==> config.mk <==
export PLATFORM = sky130hd
export DESIGN_NAME = recorder_ctrl
export DESIGN_NICKNAME = d
export VERILOG_FILES = /design/src/rtl/recorder_pkg.sv /design/src/rtl/recorder_sec_tick.sv /design/src/rtl/recorder_ctrl.sv
export SDC_FILE = /design/constraint.sdc
export NUM_CORES = 1
export LEC_CHECK = 0
export BUFFER_PORTS_ARGS = -buffer_cell sky130_fd_sc_hd__buf_4
export CORE_MARGIN = 4
export CORE_UTILIZATION = 66
export CTS_CLUSTER_SIZE = 24
export DETAILED_ROUTE_END_ITERATION = 8
export PLACE_DENSITY_LB_ADDON = 0.2
export SLEW_MARGIN = 15
export SYNTH_ARGS = -nofsm -noshare
export SYNTH_HDL_FRONTEND = slang
export SYNTH_SLANG_ARGS = --single-unit
==> constraint.sdc <==
create_clock -name i_clk -period 12.45 [get_ports i_clk]
set_input_delay 2.49 -clock i_clk [delete_from_list [all_inputs] [get_ports i_clk]]
set_output_delay 2.49 -clock i_clk [all_outputs]
set_load 0.01 [all_outputs]
==> src/rtl/recorder_pkg.sv <==
// recorder_pkg: shared types and the speed-setting step rule for the lab3 recorder control core.
package recorder_pkg;

    typedef enum logic [2:0] {
        IDLE   = 3'd1,
        PLAY   = 3'd2,
        RECORD = 3'd3,
        PAUSE  = 3'd4
    } state_t;

    typedef enum logic [1:0] {
        NORMAL = 2'd0,
        FAST   = 2'd1,
        SLOW   = 2'd2
    } speed_stat_t;

    localparam logic [3:0] SPEED_MIN = 4'd2;
    localparam logic [3:0] SPEED_MAX = 4'd8;

    typedef struct packed {
        speed_stat_t stat;
        logic [3:0]  speed;
    } speed_cfg_t;

    localparam speed_cfg_t SPEED_NORMAL = '{stat: NORMAL, speed: 4'd1};

    // Decoded effect of this cycle's winning key in the current state.
    typedef enum logic [2:0] {
        ACT_NONE,
        ACT_IDLE,
        ACT_SAVE_IDLE,
        ACT_REC,
        ACT_PLAY,
        ACT_PAUSE,
        ACT_RESUME
    } action_t;

    // Up and down pressed together cancel out.
    function automatic speed_cfg_t speed_next(speed_cfg_t cur, logic up, logic down);
        speed_cfg_t nxt;
        nxt = cur;
        if (up && !down) begin
            case (cur.stat)
                NORMAL:  nxt = '{stat: FAST, speed: SPEED_MIN};
                FAST:    if (cur.speed < SPEED_MAX) nxt.speed = cur.speed + 4'd1;
                SLOW:    if (cur.speed == SPEED_MIN) nxt = SPEED_NORMAL;
                         else nxt.speed = cur.speed - 4'd1;
                default: nxt = SPEED_NORMAL;
            endcase
        end else if (down && !up) begin
            case (cur.stat)
                NORMAL:  nxt = '{stat: SLOW, speed: SPEED_MIN};
                SLOW:    if (cur.speed < SPEED_MAX) nxt.speed = cur.speed + 4'd1;
                FAST:    if (cur.speed == SPEED_MIN) nxt = SPEED_NORMAL;
                         else nxt.speed = cur.speed - 4'd1;
                default: nxt = SPEED_NORMAL;
            endcase
        end
        return nxt;
    endfunction

endpackage

==> src/rtl/recorder_sec_tick.sv <==
// recorder_sec_tick: sub-second accumulator; frac advances by the speed-dependent step and
// sec_tick pulses (combinationally) in the cycle the accumulator crosses TICK_CYCLES.
module recorder_sec_tick
    import recorder_pkg::*;
#(
    parameter int TICK_CYCLES = 12_000_000
) (
    input  logic       i_clk,
    input  logic       i_rst,
    input  speed_cfg_t cfg,
    input  logic       run,
    input  logic       clear,
    input  logic       sub_clear,
    output logic       sec_tick
);

    localparam int FW = $clog2(TICK_CYCLES + 8);
    localparam logic [FW-1:0] TICK_V = FW'(TICK_CYCLES);

    logic [FW-1:0] frac;
    logic [FW-1:0] step;
    logic [FW-1:0] sum;
    logic [3:0]    sub;
    logic          sub_hit;

    // NOTE: every variable assigned in always_comb gets a value on all paths, so no latch is inferred.
    always_comb begin
        sub_hit = (sub == cfg.speed - 4'd1);
        case (cfg.stat)
            FAST:    step = FW'(cfg.speed);
            SLOW:    step = FW'(sub_hit);
            default: step = FW'(1);
        endcase
    end

    assign sum      = frac + step;
    assign sec_tick = run && (sum >= TICK_V);

    // NOTE: state registers use non-blocking assignments so every flop samples pre-edge values.
    always_ff @(posedge i_clk) begin
        if (i_rst || clear) begin
            frac <= '0;
            sub  <= 4'd0;
        end else begin
            if (run) frac <= sec_tick ? sum - TICK_V : sum;
            if (sub_clear) sub <= 4'd0;
            else if (run && cfg.stat == SLOW) sub <= sub_hit ? 4'd0 : sub + 4'd1;
        end
    end

endmodule

==> src/rtl/recorder_ctrl.sv <==
// recorder_ctrl: recorder mode FSM, elapsed-seconds timer and playback speed setting.
// Define LOOP_PLAY_EN to restart playback at the end instead of returning to IDLE.
module recorder_ctrl
    import recorder_pkg::*;
#(
    parameter int TICK_CYCLES = 12_000_000,
    parameter int MAX_SEC     = 31
) (
    input  logic       i_clk,
    input  logic       i_rst,
    input  logic       i_key_play,
    input  logic       i_key_rec,
    input  logic       i_key_pause,
    input  logic       i_key_stop,
    input  logic       i_speed_up,
    input  logic       i_speed_down,
    output logic [4:0] o_timer,
    output logic [2:0] o_state,
    output logic [1:0] o_speed_stat,
    output logic [3:0] o_speed,
    output logic [4:0] o_rec_len,
    output logic       o_play_en,
    output logic       o_rec_en
);

    state_t     state;
    state_t     resume;
    logic [4:0] timer;
    logic [4:0] rec_len;
    logic [4:0] limit;
    speed_cfg_t cfg;
    speed_cfg_t cfg_n;
    speed_cfg_t cfg_tick;
    action_t    act;
    logic       w_stop, w_rec, w_play, w_pause;
    logic       run, clear, done, sec_tick, sub_clear;

    always_comb begin
        w_stop  = i_key_stop;
        w_rec   = i_key_rec && !i_key_stop;
        w_play  = i_key_play && !i_key_stop && !i_key_rec;
        w_pause = i_key_pause && !i_key_stop && !i_key_rec && !i_key_play;
        act     = ACT_NONE;
        case (state)
            IDLE: begin
                if (w_rec) act = ACT_REC;
                else if (w_play && rec_len != 5'd0) act = ACT_PLAY;
            end
            RECORD: begin
                if (w_stop) act = ACT_SAVE_IDLE;
                else if (w_pause) act = ACT_PAUSE;
            end
            PLAY: begin
                if (w_stop) act = ACT_IDLE;
`ifndef LOOP_PLAY_EN
                else if (w_pause) act = ACT_PAUSE;
`endif
            end
            PAUSE: begin
                if (w_stop) act = (resume == RECORD) ? ACT_SAVE_IDLE : ACT_IDLE;
                else if (w_play || w_pause) act = ACT_RESUME;
            end
            default: act = ACT_IDLE;
        endcase
    end

    // Recording always counts at normal rate regardless of the playback speed setting.
    assign cfg_n     = speed_next(cfg, i_speed_up, i_speed_down);
    assign sub_clear = (cfg_n != cfg);
    assign cfg_tick  = (state == RECORD) ? SPEED_NORMAL : cfg;
    assign run       = (state == RECORD || state == PLAY) && act == ACT_NONE;
    assign limit     = (state == RECORD) ? 5'(MAX_SEC) : rec_len;
    assign done      = sec_tick && (timer + 5'd1 == limit);
    assign clear     = (act inside {ACT_IDLE, ACT_SAVE_IDLE, ACT_REC, ACT_PLAY}) || done;

    recorder_sec_tick #(.TICK_CYCLES(TICK_CYCLES)) u_sec_tick (
        .i_clk     (i_clk),
        .i_rst     (i_rst),
        .cfg       (cfg_tick),
        .run       (run),
        .clear     (clear),
        .sub_clear (sub_clear),
        .sec_tick  (sec_tick)
    );

    always_ff @(posedge i_clk) begin
        if (i_rst) begin
            state     <= IDLE;
            resume    <= IDLE;
            timer     <= 5'd0;
            rec_len   <= 5'd0;
            cfg       <= SPEED_NORMAL;
            o_play_en <= 1'b0;
            o_rec_en  <= 1'b0;
        end else begin
            cfg <= cfg_n;
            case (act)
                ACT_REC: begin
                    state     <= RECORD;
                    timer     <= 5'd0;
                    o_rec_en  <= 1'b1;
                    o_play_en <= 1'b0;
                end
                ACT_PLAY: begin
                    state     <= PLAY;
                    timer     <= 5'd0;
                    o_play_en <= 1'b1;
                    o_rec_en  <= 1'b0;
                end
                ACT_IDLE, ACT_SAVE_IDLE: begin
                    if (act == ACT_SAVE_IDLE) rec_len <= timer;
                    state     <= IDLE;
                    timer     <= 5'd0;
                    o_play_en <= 1'b0;
                    o_rec_en  <= 1'b0;
                end
                ACT_PAUSE: begin
                    resume    <= state;
                    state     <= PAUSE;
                    o_play_en <= 1'b0;
                    o_rec_en  <= 1'b0;
                end
                ACT_RESUME: begin
                    state     <= resume;
                    o_play_en <= (resume == PLAY);
                    o_rec_en  <= (resume == RECORD);
                end
                default: begin
                    if (sec_tick) begin
                        if (!done) begin
                            timer <= timer + 5'd1;
                        end else if (state == RECORD) begin
                            rec_len  <= 5'(MAX_SEC);
                            state    <= IDLE;
                            timer    <= 5'd0;
                            o_rec_en <= 1'b0;
                        end else begin
`ifdef LOOP_PLAY_EN
                            timer <= 5'd0;
`else
                            state     <= IDLE;
                            timer     <= 5'd0;
                            o_play_en <= 1'b0;
`endif
                        end
                    end
                end
            endcase
        end
    end

    assign o_timer      = timer;
    assign o_state      = state;
    assign o_speed_stat = cfg.stat;
    assign o_speed      = cfg.speed;
    assign o_rec_len    = rec_len;

endmodule

==> results by group <==
Logic synthesis
  • Yosys warnings: 0
  • FF+latch count, synth: 52
  • Post-synth EDFFs: 0
  • Synthesized area: around 4000 um^2
  • Post-Synthesis Cells: about 550
  • Post-Syn Nets: between 500 and 600
  • Mapped Avg Cell Area: 7.38 um^2
  • Async SR Flop Fraction: 0
  • Synth cell types: 73
  • Primary FF master, synth: dfxtp_1
  • Part of the Yosys area used for sequential elements: 0.258

Global route
  • Largest net degree at the start of global routing: 28
  • Remaining global-route overflow: 0
  • All-Layer GR Usage: 0.288
  • Vias in the first global route: between 3000 and 4000
  • Initial antenna violation count: 0
  • Global-route wire length before repair: roughly 18000 um

Place
  • Pre-CTS WS: a little under 6000 ps
  • DP Area: approximately 4200 um^2
  • Input/output buffers: 28
  • Final HPWL DP: 7490 um
  • RD Place Congestion: between 0.9 and 1

Drt
  • Post-DR vias/cell: between 6 and 7
  • Final WL: 10300 um
  • ANT nets after route: 0
  • DRT Pass-1 Iters: 5
  • 1st-iter DRT viols: approximately 350
  • Vias: a little over 4000
  • Drc violations: 0
  • Wire length per cell: approximately 16 um

Timing
  • Slew Limit Headroom: 0.426
  • Setup WS post-layout: 5660 ps
  • Setup violations, final: 0
  • Worst slew pin tran: roughly 860 ps
  • Fmax: approximately 150 MHz
  • Final Critical Period: slightly below 7000 ps
  • Clock skew: roughly 11 ps
  • TNS Setup: 0 ps
  • RSZ-0062 raised after global routing: no
  • Fin crit share: 0.545
  • Final Hold Vio Count: 0
  • Pins Over Slew Limit: 0

Setup path
  • CP Data Required Time: 12650 ps
  • WP buf/inv: 2
  • CP Launch Type: flip-flop
  • Top cell family by delay on the critical path: simple AND/OR/NAND/NOR gates
  • CP max FO: 20
  • Worst path cell trace: nand3b_1, nand2_1, inv_1, ha_1, xnor2_1, nand3_1, o21ai_0, a32oi_1, nor3_1, a221o_1, ha_1, inv_1, fa_1, nor2b_1, o31ai_2, nor4_2, xor2_1, o31ai_1, nor4b_4, o211a_1, or2_1, a2111o_1, a21oi_1
  • Slowest cell on crit path: or2_1
  • CP max stage delay: about 660 ps
  • Setup CP Type: reg -> reg
  • Worst Setup End Kind: flip-flop
  • Critical path arrival: about 7000 ps

Floorplan
  • Initial core utilization: 0.682
  • Rows: 28
  • Die area: ~7400 um^2
  • Chip width: 86.2 um
  • Core area: slightly below 6000 um^2
  • # IOs: 29
  • Die height: roughly 86 um

Power
  • Clock power share: 0.301
  • Sequential share of power: 0.508
  • LEAKAGE: between 1.5 and 2 nW
  • Gate power share: 0.192
  • Internal: between 200 and 250 uW
  • VDD IR-drop max: approximately 70 uV
  • Net Sw Frac: 0.309
  • P per Cell Area: 81.5 nW/um^2
  • Tot Pwr: roughly 350 uW
  • Net Switching: about 110 uW

Clock tree
  • CTS H-Tree Depth: 2
  • Worst-path clk slew: about 100 ps
  • CTS resizes: 0
  • Sink Count: 52
  • Clock Path Buffers: 2
  • Cts bufs inserted: 5
  • Worst skew pair latency: ~310 ps
  • CTS tree: yes
  • Hold_buf cts: 0
  • Root Buffer: clkbuf_8
  • Setup bufs post-CTS: 0

Status
  • Status: completed

Hold path
  • Hold Crit Class: reg -> reg

Final layout
  • Fill cell instance count of the final layout: between 400 and 500
  • Area growth from synthesis to layout: 6.91%
  • Most frequent cells in the layout: nor2_1, dfxtp_1, a21oi_1, nand2_1, buf_4
  • Finished Cell Area: around 4300 um^2
  • Nets: between 500 and 600
  • Area of the multi-input gates: approximately 2800 um^2
  • Commonest non-fill, non-tap cell in the layout: nor2_1
  • Antenna Cells: 0
  • FF/Latch Area: about 1000 um^2
  • Fraction of layout cells with a size suffix above 1: 0.0960

Run
  • Max Cap Viol: 0
[sequential cells by signal, indices dropped and copies added, names as in the netlist]
signal	cells
o_speed_stat	2
u_sec_tick.sub	4
o_rec_en	1
o_speed	4
o_timer	5
o_rec_len	5
o_play_en	1
o_state	3
u_sec_tick.frac	24
resume	3
[synth_stat cells (8+ instances only)]
cell      instances  share of area
a21oi_1          51          0.063
a31oi_1           8          0.012
and2_1            9          0.014
and3_1            8          0.012
clkbuf_1         23          0.021
dfxtp_1          52           0.26
ha_1             13          0.040
inv_1            22          0.020
nand2_1          49          0.046
nand3_1          17          0.021
nor2_1           54          0.050
nor3_1           16          0.020
nor4_1            8          0.012
o21a_1            8          0.015
o21ai_0          27          0.033
or3_1            17          0.026
xnor2_1          21          0.046
xor2_1           16          0.035
[power by group through the flow]
stage                     Clock (mW)  Sequential [mW]  Combinational (mW)
after floorplan                    0            0.177              0.0526
after detailed placement           0            0.182              0.0660
after global placement             0            0.182              0.0636
after global routing           0.115            0.179              0.0755
after CTS                      0.107            0.178              0.0668
final                          0.106            0.179              0.0674
[per-stage QoR]
step                      hold slack [ps]   util  cells
after floorplan                       441      -    547
after global placement                462  0.712    619
after CTS                             470  0.729    627
final                                 472  0.729    627
after global routing                  503  0.729    627
after detailed placement              458  0.712    619
[worst register-to-register path: cells and delay by family, from the launching register on]
| family | cells | cell delay [ps] |
|---|---|---|
| flip-flops | 1 | 550 |
| adder cells (fa/ha/maj) | 3 | 720 |
| AND/OR/NAND/NOR | 8 | 3270 |
| AO/OA/AOI/OAI | 8 | 1500 |
| XOR/XNOR | 2 | 550 |
| buffers and inverters | 2 | 110 |
[routing by layer]
layer,vias to the layer above,GRT usage,wire [um]
li1,1991,-,-
met1,1901,0.383,4530
met2,167,0.477,4920
met3,32,0.0361,573
met4,0,0.112,246
met5,-,0,0
[worst paths after layout]
kind	cells after the start	slack, ps	end	startpoint
worst max-delay path	23	5660	u_sec_tick.sub[2]$_SDFFE_PP0P_	o_state[1]$_SDFFE_PP0P_
worst min-delay path	2	470	u_sec_tick.frac[0]$_SDFFE_PP0P_	u_sec_tick.frac[0]$_SDFFE_PP0P_
worst max register to register	23	5660	u_sec_tick.sub[2]$_SDFFE_PP0P_	o_state[1]$_SDFFE_PP0P_
worst min register to register	2	470	u_sec_tick.frac[0]$_SDFFE_PP0P_	u_sec_tick.frac[0]$_SDFFE_PP0P_
[area by class of cell]
cell class | instances | share of cell area
clock buffers | 6 | 0.0191
multi-input cells | 440 | 0.644
well taps | 75 | 0.0218
repair buffers | 29 | 0.0505
flip-flops and latches | 52 | 0.241
clock inverters | 2 | 0.00319
inverters | 23 | 0.0200
[logic make-up (layout without fill, tap and decap cells)]
kind of cell,Yosys count,count (layout),synth area share
AO/OA/AOI/OAI,156,156,0.248
XOR/XNOR,37,37,0.0803
adder cells (fa/ha/maj),14,14,0.0453
buffers and inverters,55,60,0.0533
flip-flops,52,52,0.258
multiplexers,8,8,0.0202
AND/OR/NAND/NOR,225,225,0.295
Note: power is estimated with default switching activity, not from simulation.
